[src/rtl/tdm_pkg.sv]
// Shared constants and FSM state encoding for the 8-slot TDM demultiplexer.
package tdm_pkg;

  localparam int unsigned SLOTS = 8;
  localparam int unsigned SEL_W = 3;
  localparam int unsigned ERR_W = 4;

  typedef logic [1:0] state_t;

  localparam state_t HUNT = 2'd0;
  localparam state_t ACQ  = 2'd1;
  localparam state_t LOCK = 2'd2;

endpackage

[src/rtl/tdm_slot_cnt.sv]
// Slot index counter: wraps at the top slot, with clear-to-0 and load-to-1 controls.
module tdm_slot_cnt
  import tdm_pkg::*;
(
  input  logic             clk,
  input  logic             rst_n,
  input  logic             inc_i,
  input  logic             load1_i,
  input  logic             clr_i,
  output logic [SEL_W-1:0] cnt_o
);

  logic [SEL_W-1:0] cnt_d, cnt_q;

  // Clear dominates load, load dominates increment.
  always_comb begin
    cnt_d = cnt_q;
    if (clr_i) begin
      cnt_d = '0;
    end else if (load1_i) begin
      cnt_d = SEL_W'(1);
    end else if (inc_i) begin
      cnt_d = cnt_q + SEL_W'(1);
    end
  end

  always_ff @(posedge clk or negedge rst_n) begin
    if (!rst_n) begin
      cnt_q <= '0;
    end else begin
      cnt_q <= cnt_d;
    end
  end

  assign cnt_o = cnt_q;

endmodule

[src/rtl/tdm_demux8.sv]
// 8-slot serial TDM demultiplexer with HUNT/ACQ/LOCK frame alignment.
// Define TDM_DEMUX_ERRCNT_EN to add a saturating sync-error counter on port err_cnt.
module tdm_demux8
  import tdm_pkg::*;
#(
  parameter int unsigned LOCK_FRAMES = 2
) (
  input  logic             clk,
  input  logic             rst_n,
  input  logic             en,
  input  logic             din,
  input  logic             sync,
  output logic [SLOTS-1:0] Y,
  output logic             valid,
  output logic [SEL_W-1:0] sel,
  output logic             locked,
  output logic             sync_err
`ifdef TDM_DEMUX_ERRCNT_EN
  ,
  output logic [ERR_W-1:0] err_cnt
`endif
);

  localparam logic [SEL_W-1:0] LastSlot = SEL_W'(SLOTS - 1);

  state_t           state_d, state_q;
  logic [SLOTS-2:0] shadow_d, shadow_q;
  logic [3:0]       good_d, good_q;
  logic [3:0]       good_inc;
  logic [SLOTS-1:0] y_d, y_q;
  logic             valid_d, valid_q;
  logic             err_d, err_q;
  logic             cnt_inc, cnt_load1, cnt_clr;
  logic [SEL_W-1:0] sel_q;

  tdm_slot_cnt u_slot_cnt (
    .clk     (clk),
    .rst_n   (rst_n),
    .inc_i   (cnt_inc),
    .load1_i (cnt_load1),
    .clr_i   (cnt_clr),
    .cnt_o   (sel_q)
  );

  assign good_inc = good_q + 4'd1;

  always_comb begin
    state_d   = state_q;
    shadow_d  = shadow_q;
    good_d    = good_q;
    y_d       = y_q;
    valid_d   = 1'b0;
    err_d     = 1'b0;
    cnt_inc   = 1'b0;
    cnt_load1 = 1'b0;
    cnt_clr   = 1'b0;
    if (en) begin
      if (state_q == HUNT) begin
        if (sync) begin
          shadow_d[0] = din;
          cnt_load1   = 1'b1;
          good_d      = '0;
          state_d     = ACQ;
        end
      end else if (sync && (sel_q != '0)) begin
        // Early marker: treat this slot as slot 0 of a fresh frame.
        err_d       = 1'b1;
        shadow_d[0] = din;
        cnt_load1   = 1'b1;
        good_d      = '0;
        state_d     = ACQ;
      end else if (!sync && (sel_q == '0)) begin
        err_d   = 1'b1;
        cnt_clr = 1'b1;
        state_d = HUNT;
      end else begin
        cnt_inc = 1'b1;
        if (sel_q != LastSlot) begin
          shadow_d[sel_q] = din;
        end else if (state_q == ACQ) begin
          good_d = good_inc;
          if (good_inc == 4'(LOCK_FRAMES)) begin
            state_d = LOCK;
          end
        end else if (state_q == LOCK) begin
          // Slot 7 bypasses the shadow so the frame lands on this edge.
          y_d     = {din, shadow_q};
          valid_d = 1'b1;
        end else begin
          state_d = HUNT;
        end
      end
    end
  end

  always_ff @(posedge clk or negedge rst_n) begin
    if (!rst_n) begin
      state_q  <= HUNT;
      shadow_q <= '0;
      good_q   <= '0;
      y_q      <= '0;
      valid_q  <= 1'b0;
      err_q    <= 1'b0;
    end else begin
      state_q  <= state_d;
      shadow_q <= shadow_d;
      good_q   <= good_d;
      y_q      <= y_d;
      valid_q  <= valid_d;
      err_q    <= err_d;
    end
  end

`ifdef TDM_DEMUX_ERRCNT_EN
  logic [ERR_W-1:0] err_cnt_d, err_cnt_q;

  always_comb begin
    err_cnt_d = err_cnt_q;
    if (err_d && (err_cnt_q != '1)) begin
      err_cnt_d = err_cnt_q + ERR_W'(1);
    end
  end

  always_ff @(posedge clk or negedge rst_n) begin
    if (!rst_n) begin
      err_cnt_q <= '0;
    end else begin
      err_cnt_q <= err_cnt_d;
    end
  end

  assign err_cnt = err_cnt_q;
`endif

  assign Y        = y_q;
  assign valid    = valid_q;
  assign sel      = sel_q;
  assign locked   = (state_q == LOCK);
  assign sync_err = err_q;

endmodule

[config.mk]
export PLATFORM = sky130hd
export DESIGN_NAME = tdm_demux8
export DESIGN_NICKNAME = d
export VERILOG_FILES = /design/src/rtl/tdm_pkg.sv /design/src/rtl/tdm_slot_cnt.sv /design/src/rtl/tdm_demux8.sv
export SDC_FILE = /design/constraint.sdc
export NUM_CORES = 1
export LEC_CHECK = 0
export ABC_AREA = 1
export BUFFER_PORTS_ARGS = -buffer_cell sky130_fd_sc_hd__buf_4
export CAP_MARGIN = 40
export CORE_MARGIN = 5
export CORE_UTILIZATION = 37
export DETAILED_ROUTE_END_ITERATION = 7
export HOLD_SLACK_MARGIN = 0.06
export SYNTH_ARGS = -nofsm -noshare
export SYNTH_HDL_FRONTEND = slang
export SYNTH_SLANG_ARGS = --single-unit
[constraint.sdc]
create_clock -name clk -period 4.2 [get_ports clk]
set_input_delay 0.84 -clock clk [delete_from_list [all_inputs] [get_ports clk]]
set_output_delay 0.84 -clock clk [all_outputs]
set_load 0.005 [all_outputs]
==> impl_metrics.tcl, run 1 <==
set metrics [dict create \
    dpl_worst_slack_ns 1.80 \
    comb_power_share_pct 38.7 \
    nFillCells 411 \
    place_area_sq_mm 0.00166 \
    yosys.area.top_type "dfrtp_1" \
    postCtsResizedCells 0 \
    grt_overflow 0 \
    crit_path_start_kind "register" \
    hold_buffers 0 \
    synthCells 185 \
    cp_max_fo 16 \
    mostFrequentLayoutCell "nand2_1" \
    drt_iter0_markers 38 \
    worst_slew_pin_slew_ns 0.571 \
    finish.net_count 218 \
    required_ns 4.34 \
    design_area_sq_mm 0.00173 \
    syn_to_final_growth_pct 16.8 \
    p_leak_nw 0.918 \
    maxSlewViolCount 0 \
    cts_buffers 3 \
    synth_top_area_share_pct 43.9 \
    fin_skew_ns 0.00198 \
    switchingPower_mw 0.374 \
    drtAntennaViolNets 0 \
    post_cts_buffers 0 \
    first_pass_iters 4 \
    core_area_sq_mm 0.00394 \
    cts_max_level 1 \
    p_int_mw 0.576 \
    pwr-share-clk_pct 22.1 \
    grt_pass1_vias 1067 \
    grt_pass1_wl_um 4850 \
    period_minus_slack_ns 2.31 \
    synth_area_per_cell_sq_um 8.01 \
    antenna_cells_inserted 0 \
    route.detailed.drc 0 \
    setup_ws_ns 1.89 \
    vias 1144 \
    postRouteWirelength_um 2630 \
    cts_buffer_depth 2 \
    maxCapViolCount 0 \
    clock_sinks 26 \
    grt_start_max_net_pins 27 \
    final-hold-violation-count 0 \
    critPathCaptureType "register" \
    ys_ff_latch 26 \
    rows 23 \
    setup_viol 0 \
    cts-root-buf "clkbuf_8" \
    post_drt_wl_per_cell_um 10.4 \
    synthesis.area_sq_mm 0.00148 \
    swShare_pct 39.4 \
    p_per_area_mw_per_mm2 549 \
    synth-seq-area-share_pct 43.9 \
    dieArea_sq_mm 0.00537 \
    clk-insertion-delay-late_ns 0.27 \
    grt_usage_pct 11.4 \
    placed_cells_incl_taps 250 \
    die_w_um 73.3 \
    syn-num-nets 198 \
    hpwl_um 2030 \
    worstPathArrival_ns 2.45 \
    max_freq_mhz 432 \
    io_pins 19 \
    p_total_mw 0.950 \
    fin_hold_ws_ns 0.451 \
    start_util_pct 37.6 \
    io_buffers 18 \
    rsz0062_at_grt "no" \
    viasPerCell 4.50 \
    drive_gt1_share_pct 20.6 \
    multiInputGateArea_sq_um 702 \
    slew_headroom_pct 61.8 \
    synth_area_leaders "dfrtp_1, nand2_1, ha_1" \
    critical_path_class "reg2reg" \
    synth_cell_types 26 \
    path_clk_slew_ns 0.09 \
    seq_area_sq_um 651 \
    layout.cells.non_filler 254 \
    utilization_pct 43.9 \
    final_cell_mix "nand2_1, dfrtp_1, inv_1, buf_4, nand3_1" \
    ys_warn_count 0 \
    run_status "finished, final reports clean" \
    fin_setup_tns_ns 0 \
    timing.final.crit_share_pct 55.1 \
    peakVddDrop_v 0.000261 \
    min_path_type "in2async" \
    gp_congestion 0.842 \
    antenna_found_initial 0 \
    cts_tree "done" \
    seq_power_share_pct 39.2 \
    die_h_um 73.3 \
]
## power groups by stage
stage / Sequential [mW] / Combinational (mW) / Clock, mW
2_1_floorplan: 0.360 / 0.287 / 0
3_3_place_gp: 0.377 / 0.369 / 0
3_5_place_dp: 0.379 / 0.372 / 0
4_1_cts: 0.374 / 0.375 / 0.213
5_1_grt: 0.386 / 0.429 / 0.225
6_report: 0.373 / 0.367 / 0.210
## per-layer routing
| layer | global-route usage, % | vias up | routed length (um) |
|---|---|---|---|
| met5 | 0 | - | 0 |
| met4 | 5.94 | 0 | 67 |
| met3 | 0.958 | 5 | 55 |
| met2 | 16.1 | 16 | 1080 |
| met1 | 17.2 | 505 | 1420 |
| li1 | - | 618 | - |
## state kept, by name (all words and copies together), names as in the netlist
| name | count |
|---|---|
| shadow_q | 7 |
| u_slot_cnt.cnt_o | 3 |
| state_q | 2 |
| valid | 1 |
| sync_err | 1 |
| Y | 8 |
| good_q | 4 |
## area by class of cell
type | count | share of cell area, %
clock inverters | 1 | 1.74
clock buffers | 3 | 2.39
multi-input cells | 127 | 40.6
flip-flops and latches | 26 | 37.6
repair buffers | 18 | 7.81
inverters | 29 | 6.29
well taps | 50 | 3.62
## Yosys cell counts
cell,count
inv_1,25
nand3_1,17
nor3_4,1
buf_6,1
o21ai_0,5
and2_1,1
a21oi_4,1
nor2_2,3
buf_2,1
dfrtp_1,26
nor2_4,3
ha_1,8
nand2_1,57
nand4_1,5
nor3_1,1
nand3_2,1
a21oi_1,3
a21boi_1,1
nor3_2,1
nand2_4,3
o21ai_1,1
nand2_2,1
nor2_1,12
clkbuf_1,1
inv_2,4
o21ai_2,2
## worst paths after layout
kind | start | endpoint | slack (ns) | depth (start not counted)
max | u_slot_cnt.cnt_o[0] | Y[4] | 1.89 | 8
min | rst_n | state_q[1] | 0.45 | 1
max reg2reg | u_slot_cnt.cnt_o[0] | Y[4] | 1.89 | 8
min reg2reg | shadow_q[2] | shadow_q[2] | 0.48 | 2
max in group asynchronous | rst_n | Y[2] | 3.50 | 1
min in group clk | shadow_q[2] | shadow_q[2] | 0.48 | 2
## cells by family (layout without fill, tap and decap cells)
group,after synthesis,after routing,share of synthesized area [%]
adders and majority gates,8,8,6.76
DFF,26,26,43.9
buffers and inverters,32,51,8.70
and+or+nand+nor,106,106,34.8
AOI/OAI and AO/OA,13,13,5.83
## worst max-delay path, cell delays in order (launching register included)
cell and delay (ns):
dfrtp_1 0.55, inv_1 0.10, ha_1 0.20, nand2_1 0.10, inv_1 0.07, ha_1 0.35
nand3_1 0.16, nor3_4 0.48, o21ai_0 0.16
Power figures use the tool's default switching activity.
==> run 2: changes to the inputs <==
==> constraint.sdc (replaced) <==
create_clock -name clk -period 2.3 [get_ports clk]
set_input_delay 0.46 -clock clk [delete_from_list [all_inputs] [get_ports clk]]
set_output_delay 0.46 -clock clk [all_outputs]
set_load 0.005 [all_outputs]
==> run 2 against run 1 <==
Compared with the run above:
- highest routed layer unchanged
- cell count up 0.79%
- largest power group is now combinational cells
- total power up 84%
- largest cell class unchanged
- core utilization up 0.38 points
- sequential power up 79%
==> impl_metrics.tcl, run 2 (same netlist as run 1, synthesis figures left out) <==
set metrics [dict create \
    rows 23 \
    hold_buffers 0 \
    final-hold-violation-count 0 \
    largest_register_ffs 8 \
    fin_hold_ws_ns 0.0802 \
    die_w_um 73.3 \
    drt_iter0_markers 68 \
    cts_tree "done" \
    cp_top_family "adder cells" \
    worstPathCellList "inv_1, ha_1, nand2_1, inv_1, ha_1, nand3_1, nor3_4, buf_4, nor2_1, a21oi_1" \
    maxCapViolCount 0 \
    p_leak_nw 0.928 \
    slew_headroom_pct 77.3 \
    grt_pass1_vias 1169 \
    start_util_pct 37.6 \
    cts_buffers 3 \
    antenna_cells_inserted 0 \
    gp_congestion 0.785 \
    post_cts_buffers 0 \
    cp_max_fo 16 \
    dieArea_sq_mm 0.00537 \
    postRouteWirelength_um 2780 \
    finish.net_count 220 \
    seq_power_share_pct 38.2 \
    path_clk_slew_ns 0.09 \
    run_status "finished, final reports clean" \
    reg2reg_slack_ns 0.31 \
    swShare_pct 39.2 \
    min_path_type "in2async" \
    place_area_sq_mm 0.00167 \
    path_buf_inv 3 \
    postCtsResizedCells 0 \
    die_h_um 73.3 \
    core_area_sq_mm 0.00394 \
    fin_setup_tns_ns 0 \
    utilization_pct 44.3 \
    crit_path_start_kind "register" \
    setup_viol 0 \
    comb_power_share_pct 40.0 \
    post_drt_wl_per_cell_um 10.8 \
    peakVddDrop_v 0.000385 \
    cts_buffer_depth 2 \
    multiInputGateArea_sq_um 702 \
    grt_start_max_net_pins 27 \
    drtAntennaViolNets 0 \
    worstPathArrival_ns 2.19 \
    mostFrequentLayoutCell "nand2_1" \
    p_int_mw 1.06 \
    p_total_mw 1.74 \
    grt_overflow 0 \
    maxSlewViolCount 0 \
    io_pins 19 \
    clk-insertion-delay-late_ns 0.27 \
    rsz0062_at_grt "no" \
    antenna_found_initial 0 \
    timing.final.crit_share_pct 86.5 \
    slowest_delay_ns 0.48 \
    required_ns 2.50 \
    p_per_area_mw_per_mm2 1000 \
    grt_pass1_wl_um 5190 \
    slowest_stage "dfrtp_1" \
    first_pass_iters 5 \
    syn_to_final_growth_pct 17.8 \
    max_freq_mhz 502 \
    seq_area_sq_um 651 \
    vias 1153 \
    drive_gt1_share_pct 21.4 \
    viasPerCell 4.50 \
    switchingPower_mw 0.684 \
    r2r-start "u_slot_cnt.cnt_o[1]" \
    final_cell_mix "nand2_1, dfrtp_1, inv_1, buf_4, nand3_1" \
    design_area_sq_mm 0.00175 \
    nFillCells 407 \
    hpwl_um 2100 \
    critPathCaptureType "register" \
    cp-startpoint "u_slot_cnt.cnt_o[1]" \
    fin_skew_ns 0.00585 \
    route.detailed.drc 0 \
    io_buffers 18 \
    cts-root-buf "clkbuf_8" \
    worst_slew_pin_slew_ns 0.341 \
    pwr-share-clk_pct 21.8 \
    period_minus_slack_ns 1.99 \
    grt_usage_pct 12.2 \
    critical_path_class "reg2reg" \
    clock_sinks 26 \
    cts_max_level 1 \
]
-- run 2: cell types whose count changed in the layout (fill, tap and decap cells not counted), sizes merged --
cell  previous run  this run
buf             18        20
-- run 2: per-layer routing --
layer / global-route usage [%] / up-vias / routed length (um)
met5: 0 / - / 0
met4: 4.92 / 0 / 44
met3: 1.64 / 4 / 76
met2: 20.0 / 17 / 1260
met1: 16.2 / 512 / 1400
li1: - / 620 / -
-- run 2: worst paths after layout --
| kind | end | depth (start not counted) |
|---|---|---|
| setup / recovery | Y[0] | 10 |
| hold / removal | valid | 1 |
| setup reg to reg | Y[0] | 10 |
| hold reg to reg | shadow_q[6] | 2 |
| max in group asynchronous | state_q[0] | 1 |
| min in group clk | sync_err | 3 |
-- run 2: power groups by stage --
stage / Sequential, mW / Combinational (mW) / Clock [mW]
6_report: 0.667 / 0.698 / 0.380
5_1_grt: 0.694 / 0.823 / 0.411
4_1_cts: 0.669 / 0.712 / 0.392
3_5_place_dp: 0.677 / 0.711 / 0
3_3_place_gp: 0.675 / 0.700 / 0
2_1_floorplan: 0.658 / 0.523 / 0
-- run 2: layout make-up --
cell class / instances / share of cell area (%)
multi-input combinational: 127 / 40.2
sequential: 26 / 37.3
timing repair buffer: 20 / 8.60
inverter: 29 / 6.24
tap: 50 / 3.58
clock buffer: 3 / 2.37
clock inverter: 1 / 1.72
-- run 2: per-stage QoR --
stage               setup slack, ns  std cells
global route                  0.119        256
finish                        0.310        256
CTS                           0.305        256
floorplan                     0.217        185
global placement              0.392        252
detailed placement            0.334        252
